`src/rtl/hazard_ctrl.sv`:
```
// ============================================================================
// Module   : hazard_ctrl
// Purpose  : Pipeline hazard/control unit. Produces the write enables and
//            flush (NOP) requests for the IF/ID, ID/EX, EX/MEM and MEM/WB
//            registers and the PC write enable. Sequences memory-wait
//            freezes, load-use bubbles, taken-branch/jump squashes and the
//            terminal halt.
// Ports    : CLK, RST (sync, active-high)
//            ihit, dhit                  - cache completion strobes
//            xmem_memreq, xmem_brtaken   - EX/MEM memory request / branch taken
//            idex_memread, idex_rt       - ID/EX load and its destination
//            ifid_rs, ifid_rt,
//            ifid_uses_rt, id_jump       - ID-stage operand / jump decode
//            mwb_halt                    - halt reached MEM/WB
//            pc_WEN, *_WEN, *_flush      - pipeline register controls (comb)
//            dmem_hold, halted           - registered status
//            stall_cnt, flush_cnt        - saturating performance counters
// Revision : 1.0 - initial release
// ============================================================================
`default_nettype none

module hazard_ctrl #(
    parameter int CNT_W = 32
) (
    input  logic             CLK,
    input  logic             RST,
    input  logic             ihit,
    input  logic             dhit,
    input  logic             xmem_memreq,
    input  logic             xmem_brtaken,
    input  logic             idex_memread,
    input  logic [4:0]       idex_rt,
    input  logic [4:0]       ifid_rs,
    input  logic [4:0]       ifid_rt,
    input  logic             ifid_uses_rt,
    input  logic             id_jump,
    input  logic             mwb_halt,
    output logic             pc_WEN,
    output logic             ifid_WEN,
    output logic             idex_WEN,
    output logic             xmem_WEN,
    output logic             mwb_WEN,
    output logic             ifid_flush,
    output logic             idex_flush,
    output logic             xmem_flush,
    output logic             mwb_flush,
    output logic             dmem_hold,
    output logic             halted,
    output logic [CNT_W-1:0] stall_cnt,
    output logic [CNT_W-1:0] flush_cnt
);

    localparam logic [0:0]       S_RUN    = 1'b0;
    localparam logic [0:0]       S_HALTED = 1'b1;
    localparam logic [CNT_W-1:0] c_CNT_MAX = {CNT_W{1'b1}};

    logic [0:0]       r_state;
    logic             r_dmem_done;
    logic             r_halted;
    logic [CNT_W-1:0] r_stall_cnt;
    logic [CNT_W-1:0] r_flush_cnt;

    logic w_run;
    logic w_mem_ok;
    logic w_advance;
    logic w_load_use;
    logic w_stall_evt;
    logic w_flush_evt;

    assign w_run    = (r_state == S_RUN);
    // A data access finished in an earlier frozen cycle still counts as done.
    assign w_mem_ok  = !xmem_memreq | dhit | r_dmem_done;
    assign w_advance = ihit & w_mem_ok & w_run;

    // r0 is hard-wired zero, so a load to r0 never creates a dependency.
    assign w_load_use = idex_memread & (idex_rt != 5'd0) &
                        ((idex_rt == ifid_rs) | (ifid_uses_rt & (idex_rt == ifid_rt)));

    // A taken branch squashes the dependent instruction, so no bubble is counted.
    assign w_stall_evt = !w_advance | (!xmem_brtaken & w_load_use);
    assign w_flush_evt = w_advance & xmem_brtaken;

    always_comb begin
        pc_WEN     = 1'b0;
        ifid_WEN   = 1'b0;
        idex_WEN   = 1'b0;
        xmem_WEN   = 1'b0;
        mwb_WEN    = 1'b0;
        ifid_flush = 1'b0;
        idex_flush = 1'b0;
        xmem_flush = 1'b0;
        mwb_flush  = 1'b0;
        if (RST) begin
            ifid_flush = 1'b1;
            idex_flush = 1'b1;
            xmem_flush = 1'b1;
            mwb_flush  = 1'b1;
        end else if (w_advance) begin
            if (xmem_brtaken) begin
                pc_WEN     = 1'b1;
                ifid_WEN   = 1'b1;
                idex_WEN   = 1'b1;
                xmem_WEN   = 1'b1;
                mwb_WEN    = 1'b1;
                ifid_flush = 1'b1;
                idex_flush = 1'b1;
                xmem_flush = 1'b1;
            end else if (w_load_use) begin
                // Hold PC and IF/ID; inject a bubble into ID/EX. A jump in
                // IF/ID stays there and is squashed on the next advance.
                idex_WEN   = 1'b1;
                idex_flush = 1'b1;
                xmem_WEN   = 1'b1;
                mwb_WEN    = 1'b1;
            end else begin
                pc_WEN     = 1'b1;
                ifid_WEN   = 1'b1;
                idex_WEN   = 1'b1;
                xmem_WEN   = 1'b1;
                mwb_WEN    = 1'b1;
                ifid_flush = id_jump;
            end
        end
    end

    always_ff @(posedge CLK) begin
        if (RST) begin
            r_state     <= S_RUN;
            r_dmem_done <= 1'b0;
            r_halted    <= 1'b0;
            r_stall_cnt <= '0;
            r_flush_cnt <= '0;
        end else if (w_run) begin
            if (mwb_halt) begin
                r_state  <= S_HALTED;
                r_halted <= 1'b1;
            end
            if (w_advance) begin
                r_dmem_done <= 1'b0;
            end else if (dhit) begin
                r_dmem_done <= 1'b1;
            end
            if (w_stall_evt && (r_stall_cnt != c_CNT_MAX)) begin
                r_stall_cnt <= r_stall_cnt + 1'b1;
            end
            if (w_flush_evt && (r_flush_cnt != c_CNT_MAX)) begin
                r_flush_cnt <= r_flush_cnt + 1'b1;
            end
        end
    end

    assign dmem_hold = r_dmem_done;
    assign halted    = r_halted;
    assign stall_cnt = r_stall_cnt;
    assign flush_cnt = r_flush_cnt;

endmodule

`default_nettype wire
```
`config.mk`:
```
export PLATFORM = sky130hd
export DESIGN_NAME = hazard_ctrl
export DESIGN_NICKNAME = d
export VERILOG_FILES = /design/src/rtl/hazard_ctrl.sv
export SDC_FILE = /design/constraint.sdc
export NUM_CORES = 1
export LEC_CHECK = 0
export CELL_PAD_IN_SITES_DETAIL_PLACEMENT = 0
export CELL_PAD_IN_SITES_GLOBAL_PLACEMENT = 1
export CORE_MARGIN = 2
export CORE_UTILIZATION = 31
export CTS_CLUSTER_SIZE = 25
export DETAILED_ROUTE_END_ITERATION = 12
export GPL_ROUTABILITY_DRIVEN = 0
export GPL_TIMING_DRIVEN = 0
export PLACE_DENSITY = 0.85
export REMOVE_ABC_BUFFERS = 1
export SLEW_MARGIN = 0
export SYNTH_ARGS = -nofsm -noshare
export SYNTH_HDL_FRONTEND = slang
export SYNTH_SLANG_ARGS = --single-unit
```
`constraint.sdc`:
```
create_clock -name CLK -period 4.2 [get_ports CLK]
set_input_delay 1.26 -clock CLK [delete_from_list [all_inputs] [get_ports CLK]]
set_output_delay 1.26 -clock CLK [all_outputs]
set_load 0.01 [all_outputs]
```
==> results.txt, run 1 <==
status -> finished, final reports clean
largest net degree at the start of global routing -> 42
drt pass-1 iters -> 4
maximum vdd drop -> 0.110 mV
Top FF cell, synth -> dfxtp_1
most frequent cells in the layout -> clkdlybuf4s50_1, nor2_1, dfxtp_1
total CTS buffers -> 9
Seq cells post-synth -> 67
Synth top area share -> 38.7%
leakage -> 1.61 nW
max frequency -> 0.241 GHz
Total GRT Usage -> 15.8%
cell area after synthesis -> 3470 sq um
switching share of power -> 25.1%
CTS Root Cell -> clkbuf_8
Buffers on Ports -> 99
Initial Util -> 31.8%
WP data required -> 2.94 ns
Met1 Routed Length -> 3910 um
Seq pwr share -> 52.5%
via-per-instance ratio -> 4.98
Clk network pwr share -> 37.5%
clock slew at reported path FFs -> 0.07 ns
# IOs -> 100
CP startpoint -> ihit
reg2reg setup slack -> 1.74 ns
wire per inst -> 14.0 um
Rel. slew slack -> 12.6%
# rows -> 38
DR top layer -> met4
critical path endpoint category -> output pin
area grow syn2layout -> 38.2%
final hold viol count -> 0
Async SR Flop Fraction -> 0%
antenna violations before repair -> 0
Power Internal -> 925 uW
Slew Viols, Final -> 0
Worst R2R Path Depth -> 7
post-DP HPWL -> 6810 um
max-cap violations -> 0
total number of vias -> 3,274
vias in the first global route -> 3,197
grt ovf -> 0
PD cells -> 258 nW/um^2
CTS tree -> built
DRC -> 0
die extent in x -> 110 um
met2 WL -> 4550 um
detailed router's first-iteration violation count -> 74
# H-tree levels -> 3
drt total wl -> 9220 um
Tcrit/Tclk final -> 98.9%
arrival time at the worst endpoint -> 2.89 ns
Worst-Skew Late Latency -> 0.35 ns
Hold/Removal Path Class -> flop to flop
EDFF count, synth -> 0
total negative setup slack -> 0 ns
antenna cells -> 0
Worst R2R End -> flush_cnt[9]$_SDFFE_PP0P_
endpoints failing setup -> 0
Core Util, Final -> 44.0%
Synth area leader -> dfxtp_1
global-route wire length before repair -> 15,100 um
commonest non-fill, non-tap cell in the layout -> clkdlybuf4s50_1
Combinational Power Share -> 10.0%
layout cells sized above 1 -> 8.49%
Core Box Area -> 10,900 sq um
sw power -> 309 uW
clk buf depth -> 2
Avg Inst Size Synth -> 8.29 sq um
hold path cells -> 2
Slew @ Worst Pin -> 1.30 ns
Final Critical Period -> 4.15 ns
die area -> 12,000 sq um
WS Path Type -> input port to output pin
clk_skew -> 0.0102 ns
crit-path max FO -> 5
CP endpoint -> xmem_WEN
unique cell type count in the Yosys netlist -> 45
met3 wire length -> 610 um
DIE HEIGHT -> 110 um
sequential fraction of the synthesis area -> 38.7%
Gate Count Post-Synth -> 418
top area cells in the synthesized netlist -> dfxtp_1, xnor2_1, nor2_1
nets@finish -> 541
synth warn -> 0
Antenna Nets Post-Route -> 0
CP Launch Type -> input port
Critical R2R Launch -> flush_cnt[4]$_SDFFE_PP0P_
clock sink total -> 67
==> worst min-delay path by stage <==
| stage | start | endpoint | slack (ns) |
|---|---|---|---|
| floorplan | halted$_SDFFE_PP0P_ | halted$_SDFFE_PP0P_ | 0.50 |
| global placement | halted$_SDFFE_PP0P_ | halted$_SDFFE_PP0P_ | 0.46 |
| detailed placement | halted$_SDFFE_PP0P_ | halted$_SDFFE_PP0P_ | 0.46 |
| CTS | halted$_SDFFE_PP0P_ | halted$_SDFFE_PP0P_ | 0.48 |
| global route | halted$_SDFFE_PP0P_ | halted$_SDFFE_PP0P_ | 0.53 |
| finish | halted$_SDFFE_PP0P_ | halted$_SDFFE_PP0P_ | 0.47 |
==> critical path, stage by stage <==
cell and delay (ns):
clkdlybuf4s50_1 0.47, nor2b_2 0.21, nand2_2 0.16, nor2_1 0.20, clkdlybuf4s50_1 0.58
==> power groups by stage <==
stage                     clock network, mW  logic, mW  registers, mW
after floorplan                           0     0.0428          0.663
after global placement                    0      0.113          0.662
after detailed placement                  0      0.120          0.662
after CTS                             0.477      0.123          0.648
after global routing                  0.506      0.135          0.649
final                                 0.463      0.123          0.648
==> repair_timing <==
item,4_1_cts,5_1_grt
gates resized for setup,25,3
hold buffers,0,0
setup buffers,3,0
cloned,0,0
pin swaps,3,2
setup endpoints to repair,5,5
==> stage by stage <==
step                      total power [mW]  cell area, sq um  instances  hold slack, ns  setup slack [ns]
after floorplan                      0.706              3370        398           0.502             -1.05
after global placement               0.775              4540        637           0.457             -2.96
after detailed placement             0.782              4580        640           0.464             -1.68
after CTS                             1.25              4770        658           0.480            0.0320
after global routing                  1.29              4790        658           0.526          -0.00792
final                                 1.23              4790        658           0.471            0.0479
==> cell families after synthesis <==
| logic type | synth area share [%] |
|---|---|
| muxes | 0.325 |
| xor gates and xnor gates | 15.2 |
| and+or+nand+nor | 35.9 |
| DFF | 38.7 |
| AOI/OAI and AO/OA | 6.03 |
| buffers and inverters | 3.14 |
| adders and majority gates | 0.722 |
==> cell type report <==
class                           count  area (sq um)
Clock buffer                       12           145
Clock inverter                      3          15.0
Fill cell                        1110          6100
Inverter                            4          15.0
Multi-Input combinational cell    327          2070
Sequential cell                    67          1340
Tap cell                          140           175
Timing Repair Buffer              105          1030
==> routing by layer <==
layer	vias to the layer above	GRT usage (%)
li1	1636	-
met4	0	5.15
met3	15	5.16
met5	-	0
met2	73	27.6
met1	1550	18.1
==> registers in the layout (all words and copies together) (netlist names) <==
name       cells
flush_cnt     32
stall_cnt     32
dmem_hold      1
halted         1
r_state        1
==> cell usage after synthesis (all sizes together) (2+ instances only) <==
cell,instances
dfxtp,67
o21ai,12
nand2,29
clkbuf,12
and4,5
o21bai,2
nor4,7
nand2b,3
nand4,23
nand3,28
nor2,72
nor2b,3
inv,4
xnor2,33
a21oi,15
and2,5
or4,3
xor2,27
nor3,21
or3,11
buf,8
nor4b,2
nor3b,2
and3,12
ha,2
Note: power is estimated with default switching activity, not from simulation.
==> run 2: changes to the inputs <==
--- a/config.mk
+++ b/config.mk
@@ -8,12 +8,13 @@
 export CELL_PAD_IN_SITES_DETAIL_PLACEMENT = 0
 export CELL_PAD_IN_SITES_GLOBAL_PLACEMENT = 1
 export CORE_MARGIN = 2
-export CORE_UTILIZATION = 31
+export CORE_UTILIZATION = 41
 export CTS_CLUSTER_SIZE = 25
 export DETAILED_ROUTE_END_ITERATION = 12
+export DONT_BUFFER_PORTS = 1
 export GPL_ROUTABILITY_DRIVEN = 0
 export GPL_TIMING_DRIVEN = 0
-export PLACE_DENSITY = 0.85
+export PLACE_DENSITY = 0.84
 export REMOVE_ABC_BUFFERS = 1
 export SLEW_MARGIN = 0
 export SYNTH_ARGS = -nofsm -noshare
==> run 2 against run 1 <==
Net effect:
- critical path depth stayed put
- first-iteration DRC count is 26% higher
- setup slack better by 0.17 ns
- largest cell class unchanged
==> results.txt, run 2 (synthesized netlist as in run 1, its figures left out) <==
status -> finished, final reports clean
total number of vias -> 2,902
DIE HEIGHT -> 95.9 um
clock sink total -> 67
post-DP HPWL -> 5880 um
Buffers & Inverters on Critical Path -> 0
Slew @ Worst Pin -> 1.19 ns
Antenna Nets Post-Route -> 0
drt total wl -> 8190 um
crit-path cells -> nor2b_1 -> nand2_1 -> nor3_4 -> nor2_1 -> o21bai_1
antenna cells -> 0
Initial Util -> 42.2%
via-per-instance ratio -> 5.56
critical path endpoint category -> output pin
Buffers on Ports -> 0
sw power -> 284 uW
total negative setup slack -> 0 ns
die extent in x -> 95.9 um
CTS tree -> built
PD cells -> 320 nW/um^2
slowest cell on the critical path -> nor3_4
clk_skew -> 0.00775 ns
Fillers -> 843
area grow syn2layout -> 7.54%
Power Internal -> 910 uW
hold buffers post-CTS -> 0
layout cells sized above 1 -> 7.43%
Core Box Area -> 8220 sq um
commonest non-fill, non-tap cell in the layout -> nor2_1
Slew Viols, Final -> 0
crit-path max cell delay -> 0.53 ns
# IOs -> 100
grt ovf -> 0
die area -> 9200 sq um
Hold/Removal Path Class -> flop to flop
CP startpoint -> ihit
Critical R2R Launch -> stall_cnt[0]$_SDFFE_PP0P_
max frequency -> 0.251 GHz
final hold viol count -> 0
global-route wire length before repair -> 13,200 um
Seq pwr share -> 54.5%
sequential cell area -> 1340 sq um
antenna violations before repair -> 0
detailed router's first-iteration violation count -> 93
unrepaired setup endpoints after global routing -> no
Tcrit/Tclk final -> 94.8%
# rows -> 33
Combinational Power Share -> 5.1%
drt pass-1 iters -> 4
switching share of power -> 23.8%
CP Launch Type -> input port
largest net degree at the start of global routing -> 74
WS Path Type -> input port to output pin
endpoints failing setup -> 0
clk buf depth -> 2
nets@finish -> 439
clock slew at reported path FFs -> 0.07 ns
WP data required -> 2.94 ns
multi-input logic area -> 2040 sq um
Power Total -> 1.19 mW
most frequent cells in the layout -> nor2_1, dfxtp_1, xnor2_1
vias in the first global route -> 2,776
total CTS buffers -> 9
wire per inst -> 15.7 um
maximum vdd drop -> 0.136 mV
Clk network pwr share -> 40.4%
Final Critical Period -> 3.98 ns
Rel. slew slack -> 19.8%
min-delay src -> halted$_SDFFE_PP0P_
DRC -> 0
crit-path max FO -> 15
# H-tree levels -> 3
max-cap violations -> 0
leakage -> 1.23 nW
Worst path top cell family by delay -> simple AND/OR/NAND/NOR gates
Total GRT Usage -> 18.4%
arrival time at the worst endpoint -> 2.72 ns
CTS Root Cell -> clkbuf_8
Worst-Skew Late Latency -> 0.34 ns
-- run 2: power groups by stage --
stage / logic (mW) / clock network (mW) / registers, mW
5_1_grt: 0.0697 / 0.525 / 0.652
3_3_place_gp: 0.0532 / 0 / 0.665
6_report: 0.0607 / 0.482 / 0.651
3_5_place_dp: 0.0584 / 0 / 0.666
2_1_floorplan: 0.0428 / 0 / 0.663
4_1_cts: 0.0622 / 0.497 / 0.651
-- run 2: stage by stage --
step | area [sq um] | worst slack (ns) | std cells | utilization (%) | hold slack (ns)
6_report | 3730 | 0.217 | 522 | 45.4 | 0.537
5_1_grt | 3730 | 0.0433 | 522 | 45.4 | 0.583
3_3_place_gp | 3500 | -2.24 | 503 | 42.6 | 0.523
3_5_place_dp | 3530 | -0.850 | 505 | 43.0 | 0.527
2_1_floorplan | 3370 | -1.05 | 398 | - | 0.502
4_1_cts | 3730 | 0.115 | 522 | 45.4 | 0.545
-- run 2: final cells by class --
cell class	count	area share [%]
inverters	4	0.403
clock buffers	14	4.36
repair buffers	3	0.806
flip-flops and latches	67	36.0
clock inverters	2	0.269
multi-input cells	327	54.6
well taps	105	3.52
-- run 2: timing repair --
action / 4_1_cts / 5_1_grt
setup endpoints to repair: 3 / 0
resized for setup: 4 / 0
setup buffers: 1 / 0
-- run 2: metal layers --
| metal | vias to the layer above | wire [um] | track usage, % |
|---|---|---|---|
| met5 | - | 0 | 0 |
| met4 | 0 | 111 | 7.02 |
| met3 | 12 | 723 | 6.73 |
| met2 | 85 | 4040 | 31.6 |
| met1 | 1366 | 3320 | 20.7 |
| li1 | 1439 | - | - |
-- run 2: worst reg2reg max path: stages, from the launching register on --
cell	delay (ns)
dfxtp_1	0.46
ha_1	0.23
nand4_1	0.15
nor4_4	0.38
nor3b_2	0.32
or4b_1	0.45
nor3_1	0.18
xnor2_1	0.14
nor2_1	0.05
-- run 2: path summary, 6_finish.rpt --
kind	to	cells after the start	slack [ns]
max	ifid_flush	5	0.22
min	halted$_SDFFE_PP0P_	2	0.54
max reg2reg	stall_cnt[30]$_SDFFE_PP0P_	8	1.74
min reg2reg	halted$_SDFFE_PP0P_	2	0.54
